===== config.mk =====
export PLATFORM = sky130hd
export DESIGN_NAME = pipelined_cla_adder
export DESIGN_NICKNAME = d
export VERILOG_FILES = /design/src/rtl/pipelined_cla_adder.sv
export SDC_FILE = /design/constraint.sdc
export NUM_CORES = 1
export LEC_CHECK = 0
export ABC_AREA = 1
export CAP_MARGIN = 10
export CORE_MARGIN = 8
export CORE_UTILIZATION = 50
export CTS_BUF_LIST = sky130_fd_sc_hd__clkbuf_16
export CTS_CLUSTER_SIZE = 24
export DETAILED_ROUTE_END_ITERATION = 7
export PLACE_DENSITY = 0.8
export SETUP_SLACK_MARGIN = 0.15
export SLEW_MARGIN = 10
export SYNTH_ARGS = -nofsm -noshare
export SYNTH_HDL_FRONTEND = slang
export SYNTH_SLANG_ARGS = --single-unit

===== constraint.sdc =====
create_clock -name clk -period 3.7 [get_ports clk]
set_clock_uncertainty 0.1 [all_clocks]
set_input_delay 0.74 -clock clk [delete_from_list [all_inputs] [get_ports clk]]
set_output_delay 0.74 -clock clk [all_outputs]
set_load 0.02 [all_outputs]

===== src/rtl/pipelined_cla_adder.sv =====
// Pipelined carry-lookahead adder: WIDTH-bit operands split into STAGES slices, one slice per stage.
// Optional subtract mode is compiled in with `define PIPE_CLA_SUB_EN.

module pipelined_cla_slice #(
  parameter int W = 16,
  parameter int G = 4
) (
  input  logic [W-1:0] a,
  input  logic [W-1:0] b,
  input  logic         c_in,
  output logic [W-1:0] sum,
  output logic         c_out
);
  localparam int NG = W / G;

  logic [W-1:0]  g, p, c;
  logic [NG-1:0] gg, gp;
  logic [NG:0]   cg;
  logic          t;

  always_comb begin
    g  = a & b;
    p  = a ^ b;
    gg = '0;
    gp = '0;
    cg = '0;
    c  = '0;
    t  = 1'b0;
    // first level: group generate/propagate as flat sum-of-products
    for (int j = 0; j < NG; j++) begin
      gp[j] = 1'b1;
      for (int i = 0; i < G; i++) begin
        gp[j] = gp[j] & p[j*G+i];
        t = g[j*G+i];
        for (int m = i + 1; m < G; m++) t = t & p[j*G+m];
        gg[j] = gg[j] | t;
      end
    end
    // second level: every group carry directly from c_in and group G/P
    for (int j = 0; j <= NG; j++) begin
      cg[j] = c_in;
      for (int m = 0; m < j; m++) cg[j] = cg[j] & gp[m];
      for (int i = 0; i < j; i++) begin
        t = gg[i];
        for (int m = i + 1; m < j; m++) t = t & gp[m];
        cg[j] = cg[j] | t;
      end
    end
    for (int j = 0; j < NG; j++) begin
      for (int i = 0; i < G; i++) begin
        c[j*G+i] = cg[j];
        for (int m = 0; m < i; m++) c[j*G+i] = c[j*G+i] & p[j*G+m];
        for (int l = 0; l < i; l++) begin
          t = g[j*G+l];
          for (int m = l + 1; m < i; m++) t = t & p[j*G+m];
          c[j*G+i] = c[j*G+i] | t;
        end
      end
    end
  end

  assign sum   = p ^ c;
  assign c_out = cg[NG];
endmodule

module pipelined_cla_adder #(
  parameter int WIDTH  = 32,
  parameter int GROUP  = 4,
  parameter int STAGES = 2
) (
  input  logic             clk,
  input  logic             rst_n,
  input  logic             in_valid,
  output logic             in_ready,
  input  logic [WIDTH-1:0] a,
  input  logic [WIDTH-1:0] b,
  input  logic             c_in,
`ifdef PIPE_CLA_SUB_EN
  input  logic             sub,
`endif
  output logic             out_valid,
  input  logic             out_ready,
  output logic [WIDTH-1:0] sum,
  output logic             c_out,
  output logic             ovf
);
  localparam int SW = WIDTH / STAGES;

  if (WIDTH % (GROUP * STAGES) != 0) begin : g_bad_cfg
    $error("pipelined_cla_adder: WIDTH must be a multiple of GROUP*STAGES");
  end

  logic [STAGES-1:0] vld_pipe, up_vld, take;
  logic [STAGES:0]   ld;
  logic [WIDTH-1:0]  b_eff;
  logic              c_eff;

`ifdef PIPE_CLA_SUB_EN
  assign b_eff = sub ? ~b : b;
  assign c_eff = sub | c_in;
`else
  assign b_eff = b;
  assign c_eff = c_in;
`endif

  // ld[k]: stage k captures this edge; ld[STAGES] stands in for the downstream sink
  always_comb begin
    ld         = '0;
    up_vld     = '0;
    ld[STAGES] = out_ready;
    for (int k = STAGES - 1; k >= 0; k--) ld[k] = ~vld_pipe[k] | ld[k+1];
    up_vld[0] = in_valid;
    for (int k = 1; k < STAGES; k++) up_vld[k] = vld_pipe[k-1];
    take = ld[STAGES-1:0] & up_vld;
  end

  always_ff @(posedge clk) begin
    if (!rst_n) vld_pipe <= '0;
    else
      for (int k = 0; k < STAGES; k++)
        if (ld[k]) vld_pipe[k] <= up_vld[k];
  end

  for (genvar k = 0; k < STAGES; k++) begin : g_st
    localparam int PEND = WIDTH - k * SW;

    logic [PEND-1:0]       op_a, op_b;
    logic                  op_c;
    logic [(k+1)*SW-1:0]   sum_d, sum_r;
    logic [SW-1:0]         s_sum;
    logic                  s_co, cy_r;

    if (k == 0) begin : g_src
      assign op_a  = a;
      assign op_b  = b_eff;
      assign op_c  = c_eff;
      assign sum_d = s_sum;
    end else begin : g_src
      assign op_a  = g_st[k-1].g_ops.a_r;
      assign op_b  = g_st[k-1].g_ops.b_r;
      assign op_c  = g_st[k-1].cy_r;
      assign sum_d = {s_sum, g_st[k-1].sum_r};
    end

    pipelined_cla_slice #(.W(SW), .G(GROUP)) u_slice (
      .a    (op_a[SW-1:0]),
      .b    (op_b[SW-1:0]),
      .c_in (op_c),
      .sum  (s_sum),
      .c_out(s_co)
    );

    // data only moves with a valid beat so an empty stage keeps its last result
    always_ff @(posedge clk) begin
      if (!rst_n) begin
        sum_r <= '0;
        cy_r  <= 1'b0;
      end else if (take[k]) begin
        sum_r <= sum_d;
        cy_r  <= s_co;
      end
    end

    if (PEND > SW) begin : g_ops
      logic [PEND-SW-1:0] a_r, b_r;
      always_ff @(posedge clk) begin
        if (!rst_n) begin
          a_r <= '0;
          b_r <= '0;
        end else if (take[k]) begin
          a_r <= op_a[PEND-1:SW];
          b_r <= op_b[PEND-1:SW];
        end
      end
    end

    if (k == STAGES - 1) begin : g_last
      logic ovf_r;
      // a^b^sum at the MSB recovers the carry into the MSB
      always_ff @(posedge clk) begin
        if (!rst_n)       ovf_r <= 1'b0;
        else if (take[k]) ovf_r <= op_a[SW-1] ^ op_b[SW-1] ^ s_sum[SW-1] ^ s_co;
      end
    end
  end

  assign in_ready  = ld[0];
  assign out_valid = vld_pipe[STAGES-1];
  assign sum       = g_st[STAGES-1].sum_r;
  assign c_out     = g_st[STAGES-1].cy_r;
  assign ovf       = g_st[STAGES-1].g_last.ovf_r;
endmodule


-- After elaboration in Yosys (flattened, before gate mapping)
Index checks and enable logic that the tools add are counted.
- logic and storage cells: 231
- flip-flop bits (word level): 85
- bitwise operators: 222
- operators by type and width (kind ; count):
    AND 1 bit ; 116
    bitwise OR 1 bit ; 94
    bitwise XOR 16 bit ; 4
    AND 16 bit ; 2
    bitwise XOR 1 bit ; 3
    AND 2 bit ; 1
    inverter 1 bit ; 2

-- Longest topological paths before layout
- word-level depth: 21
- depth in mapped cells: 16

-- Cells and area by module
From an unflattened synthesis, not the netlist that was laid out.
- cell total of the unflattened synthesis: 584
- area, all modules: 4489.3 um^2
- by module, submodules not included (module ; sequential area each (um^2) ; area an instance (um^2) ; times used ; cells each):
    pipelined_cla_adder ; 1701.6 ; 3045.4 ; 1 ; 390
    pipelined_cla_slice ; 0.0 ; 721.9 ; 2 ; 97

-- Least setup slack after synthesis
Ideal clock, no wire load.
- kind: input to register
- from: input port a[2]
- to: register g_st[0].sum_r[15]
- arrival: 2.640 ns
- buffers on the path: 0
- path slack: 0.844 ns
- library setup time: 0.116 ns
- cell stages on the path: 13
- cells stage by stage: ha_1 nand3_1 nand4_1 or2_1 a21o_1 a21o_1 ha_1 nand2_1 nand3_1 a21oi_1 nor2_1 o221ai_1 inv_2
- longest elaborated chain between the ends: 18
- elaborated cells on any way between the ends: 27
- RTL lines (what ; RTL line ; source):
    from (decl) ; 75 ; input logic [WIDTH-1:0] a,
    bitwise XOR 16 bit ; 23 ; p = a ^ b;
    AND 1 bit (2 in a row) ; 35 ; for (int m = i + 1; m < G; m++) t = t & p[j*G+m];
    bitwise OR 1 bit (3 in a row) ; 36 ; gg[j] = gg[j] | t;
    AND 1 bit (2 in a row) ; 45 ; for (int m = i + 1; m < j; m++) t = t & gp[m];
    bitwise OR 1 bit * (3 in a row) ; 46 ; cg[j] = cg[j] | t;
    AND 1 bit * (3 in a row) ; 52 ; for (int m = 0; m < i; m++) c[j*G+i] = c[j*G+i] & p[j*G+m];
    bitwise OR 1 bit * (3 in a row) ; 56 ; c[j*G+i] = c[j*G+i] | t;
    bitwise XOR 16 bit * ; 62 ; assign sum = p ^ c;
    to (signal assigned) ; 159 ; sum_r <= sum_d;
    to (decl) ; 129 ; logic [(k+1)*SW-1:0] sum_d, sum_r;
Mark *: on every way between the ends. The rest lies on a longest branch, timed or not.
A chain may end at the register's enable or synchronous reset.

-- Worst setup path after layout
- from: input port b[2]
- to: register g_st[0].sum_r[15]
- longest elaborated chain between the ends: 18
- elaborated cells on any way between the ends: 27
- RTL lines (what ; RTL line ; source):
    from (decl) ; 76 ; input logic [WIDTH-1:0] b,
    bitwise XOR 16 bit ; 23 ;
    AND 1 bit (2 in a row) ; 35 ;
    bitwise OR 1 bit (3 in a row) ; 36 ;
    AND 1 bit (2 in a row) ; 45 ;
    bitwise OR 1 bit * (3 in a row) ; 46 ;
    AND 1 bit * (3 in a row) ; 52 ;
    bitwise OR 1 bit * (3 in a row) ; 56 ;
    bitwise XOR 16 bit * ; 62 ;
Marked as above.

==> results.json <==
{
  "die-area_um2": 11970,
  "hold_start": "g_st[0].sum_r[5]$_SDFFE_PN0P_",
  "synth_top_area_share_pct": 39.02,
  "drv_slew": 0,
  "status": "completed",
  "detail-route-antenna-nets": 0,
  "synth_xor_area_share_pct": 4.419,
  "gp_congestion": 0.9113,
  "dieWidth_um": 109.4,
  "fin_nets": 768,
  "wl_um": 10950,
  "critPathTopFamily": "compound AO/OA/AOI/OAI gates",
  "max_stage_delay_ns": 0.43,
  "grt_overflow": 0,
  "synth_area_leader_cell": "dfxtp_1",
  "synth_area_um2": 4360,
  "r2r_end": "ovf$_SDFFE_PN0P_",
  "mostFrequentLayoutCell": "nor2_1",
  "reg2reg_from": "g_st[0].g_ops.a_r[0]$_SDFFE_PN0P_",
  "yosysWarnings": 0,
  "fmax_mhz": 318.0,
  "ioPinCount": 105,
  "period_share_pct": 84.99,
  "grt_pass1_wl_um": 17750,
  "initial_utilization_pct": 50.74,
  "worst_hold_path_type": "register to register",
  "yosysSeqAreaShare_pct": 39.02,
  "dp.final_hpwl_um": 7945,
  "cts_hold_buf": 0,
  "synth_seq_cells": 85,
  "routedWlPerCell_um": 14.34,
  "placed_area_um2": 5438,
  "fin_tns_setup_ns": 0,
  "seqCellArea_um2": 1702,
  "slew_headroom_pct": 48.20,
  "min_to": "sum[5]$_SDFFE_PN0P_",
  "drtIter0Drc": 148,
  "antenna_cells": 0,
  "start_kind": "primary input",
  "port_buffers": 104,
  "finalSetupViolCount": 0,
  "cp-end-kind": "register",
  "path_cells": "clkdlybuf4s50_1 > ha_1 > nand3_1 > nand4_1 > or2_1 > a21o_1 > a21o_1 > ha_1 > nand2_1 > nand3_1 > a21oi_1 > nor2_1 > o221ai_1 > inv_2",
  "area_delta_synth_final_pct": 31.94,
  "htreeDepth": 3,
  "ff2ff_setup_slack_ns": 1.15,
  "syn_inst": 558,
  "syn_nets": 675,
  "pre_cts_ws_ns": 0.2517,
  "max_cap_viol_count": 0,
  "cpMaxStageDelayCell": "clkdlybuf4s50_1",
  "synthSimpleGateAreaFrac_pct": 18.57,
  "insertion_delay_ns": 0.33,
  "synth_area_leaders": "dfxtp_1, ha_1, nor2_1, o21ai_0, a21oi_1",
  "grt_usage_pct": 18.37,
  "remaining_drc_errors": 0,
  "hold_viol_final": 0,
  "leakagePower_nw": 2.648,
  "setup_slack_ns": 0.5552,
  "fillCellCount": 710,
  "synth_top_family_by_area": "simple AND/OR/NAND/NOR gates",
  "grt_pass1_vias": 3965,
  "cts-resized-gates": 0,
  "reg2regPathDepth": 16,
  "holdWs_ns": 0.3520,
  "grt_max_degree": 61,
  "design_area_um2": 5753,
  "power.density_nw_per_um2": 434.6,
  "muxShareOfSynthArea_pct": 0,
  "rsz0062_at_grt": "no",
  "cts_tree": "built",
  "die_h_um": 109.4,
  "worstPathMaxFanout": 5,
  "ir_drop_uv": 244.3,
  "cts_sinks": 85,
  "layout_common_cells": "nor2_1, clkdlybuf4s50_1, dfxtp_1",
  "post_cts_buffers": 0,
  "path_clk_slew_ns": 0.06,
  "ys_types": 28,
  "first_pass_iters": 4,
  "post_synth.cell_area_avg_um2": 7.814,
  "synth_compound_area_share_pct": 16.04,
  "cts_max_path_buffers": 2,
  "tightest_slew_ns": 0.7758,
  "num_rows": 34,
  "vias_per_cell": 5.204,
  "fin_crit_ns": 3.145,
  "hold_depth": 2,
  "path_buf_inv": 2,
  "worstPathArrival_ns": 3.27,
  "finalPower_w": 0.002500,
  "critPathKind": "primary input to register",
  "worstPathRequired_ns": 3.82,
  "cts_buffers": 9,
  "multiInputGateArea_um2": 2362,
  "synthAdderAreaFrac_pct": 15.15,
  "drive_gt1_share_pct": 4.878,
  "antenna_found_initial": 0,
  "core-area_um2": 8593,
  "num_vias": 3976,
  "clockRootBuffer": "clkbuf_16"
}
-- routing by layer --
metal / GRT usage [%] / share of wire [%] / wire length (µm) / vias to the layer above
met5: 0 / 0 / 0 / -
met1: 20.81 / 42 / 4628 / 1860
met2: 33.07 / 51 / 5610 / 87
li1: - / - / - / 2014
met3: 3.517 / 4.8 / 527 / 15
met4: 7.425 / 1.7 / 189 / 0
-- area by class of cell --
| type | instances | area share [%] |
|---|---|---|
| clock buffers | 9 | 3.915 |
| clock inverters | 7 | 1.566 |
| inverters | 48 | 3.132 |
| well taps | 108 | 2.349 |
| multi-input cells | 400 | 41.06 |
| repair buffers | 107 | 18.40 |
| flip-flops and latches | 85 | 29.58 |
-- how the worst max path moves through the flow --
stage	start	end	slack, ns	cells after the start
3_5_place_dp	a[2]	g_st[0].sum_r[15]$_SDFFE_PN0P_	0.25	14
5_1_grt	a[3]	g_st[0].sum_r[15]$_SDFFE_PN0P_	0.32	14
3_3_place_gp	a[2]	g_st[0].sum_r[15]$_SDFFE_PN0P_	0.31	14
2_1_floorplan	a[2]	g_st[0].sum_r[15]$_SDFFE_PN0P_	0.84	13
6_report	b[2]	g_st[0].sum_r[15]$_SDFFE_PN0P_	0.56	14
4_1_cts	a[2]	g_st[0].sum_r[15]$_SDFFE_PN0P_	0.59	14
-- worst reg2reg max path, cell delays in order, from the launching register on --
cell and delay [ns]:
dfxtp_1 0.35, ha_1 0.33, nand2_1 0.07, inv_1 0.04
a21oi_1 0.17, nand2_2 0.10, nand2_1 0.10, nand2_1 0.09
and2_1 0.19, ha_1 0.22, nand2_1 0.07, nand3_1 0.11
a21oi_2 0.23, nand2_1 0.09, nand2_1 0.10, a21oi_1 0.05
nor2_1 0.10
-- stage by stage --
| stage | utilization (%) | cells |
|---|---|---|
| floorplan | - | 558 |
| global placement | 63.28 | 748 |
| detailed placement | 63.28 | 748 |
| CTS | 66.95 | 764 |
| global route | 66.95 | 764 |
| finish | 66.95 | 764 |
-- state kept, by name (all words and copies together) (netlist names) --
| name | count |
|---|---|
| g_st.sum_r | 16 |
| g_st.cy_r | 1 |
| g_st.g_ops.a_r | 16 |
| c_out | 1 |
| ovf | 1 |
| vld_pipe | 2 |
| g_st.g_ops.b_r | 16 |
| sum | 32 |
-- cell families (layout without fill, tap and decap cells) --
group,count (synthesis),after routing
DFF,85,85
and+or+nand+nor,196,196
adders and majority gates,48,48
AOI/OAI and AO/OA,134,134
xor gates and xnor gates,22,22
buffers and inverters,73,171
-- where the power goes --
part	internal [W]	leakage, nW	switching, W
Clock	0.000587	0.151	0.000358
Combinational	0.000242	1.79	0.000281
Sequential	0.000990	0.704	0.0000415
-- cells in the mapped netlist, drive strengths merged --
cell,instances
a21o,6
a21oi,42
and2,1
buf,16
clkbuf,9
clkinv,1
dfxtp,85
fa,8
ha,40
inv,47
nand2,47
nand3,14
nand4,11
nor2,121
nor3,1
o21ai,83
o21bai,1
o221ai,2
or2,1
xnor2,4
xor2,18
(Power assumes the default switching activity.)
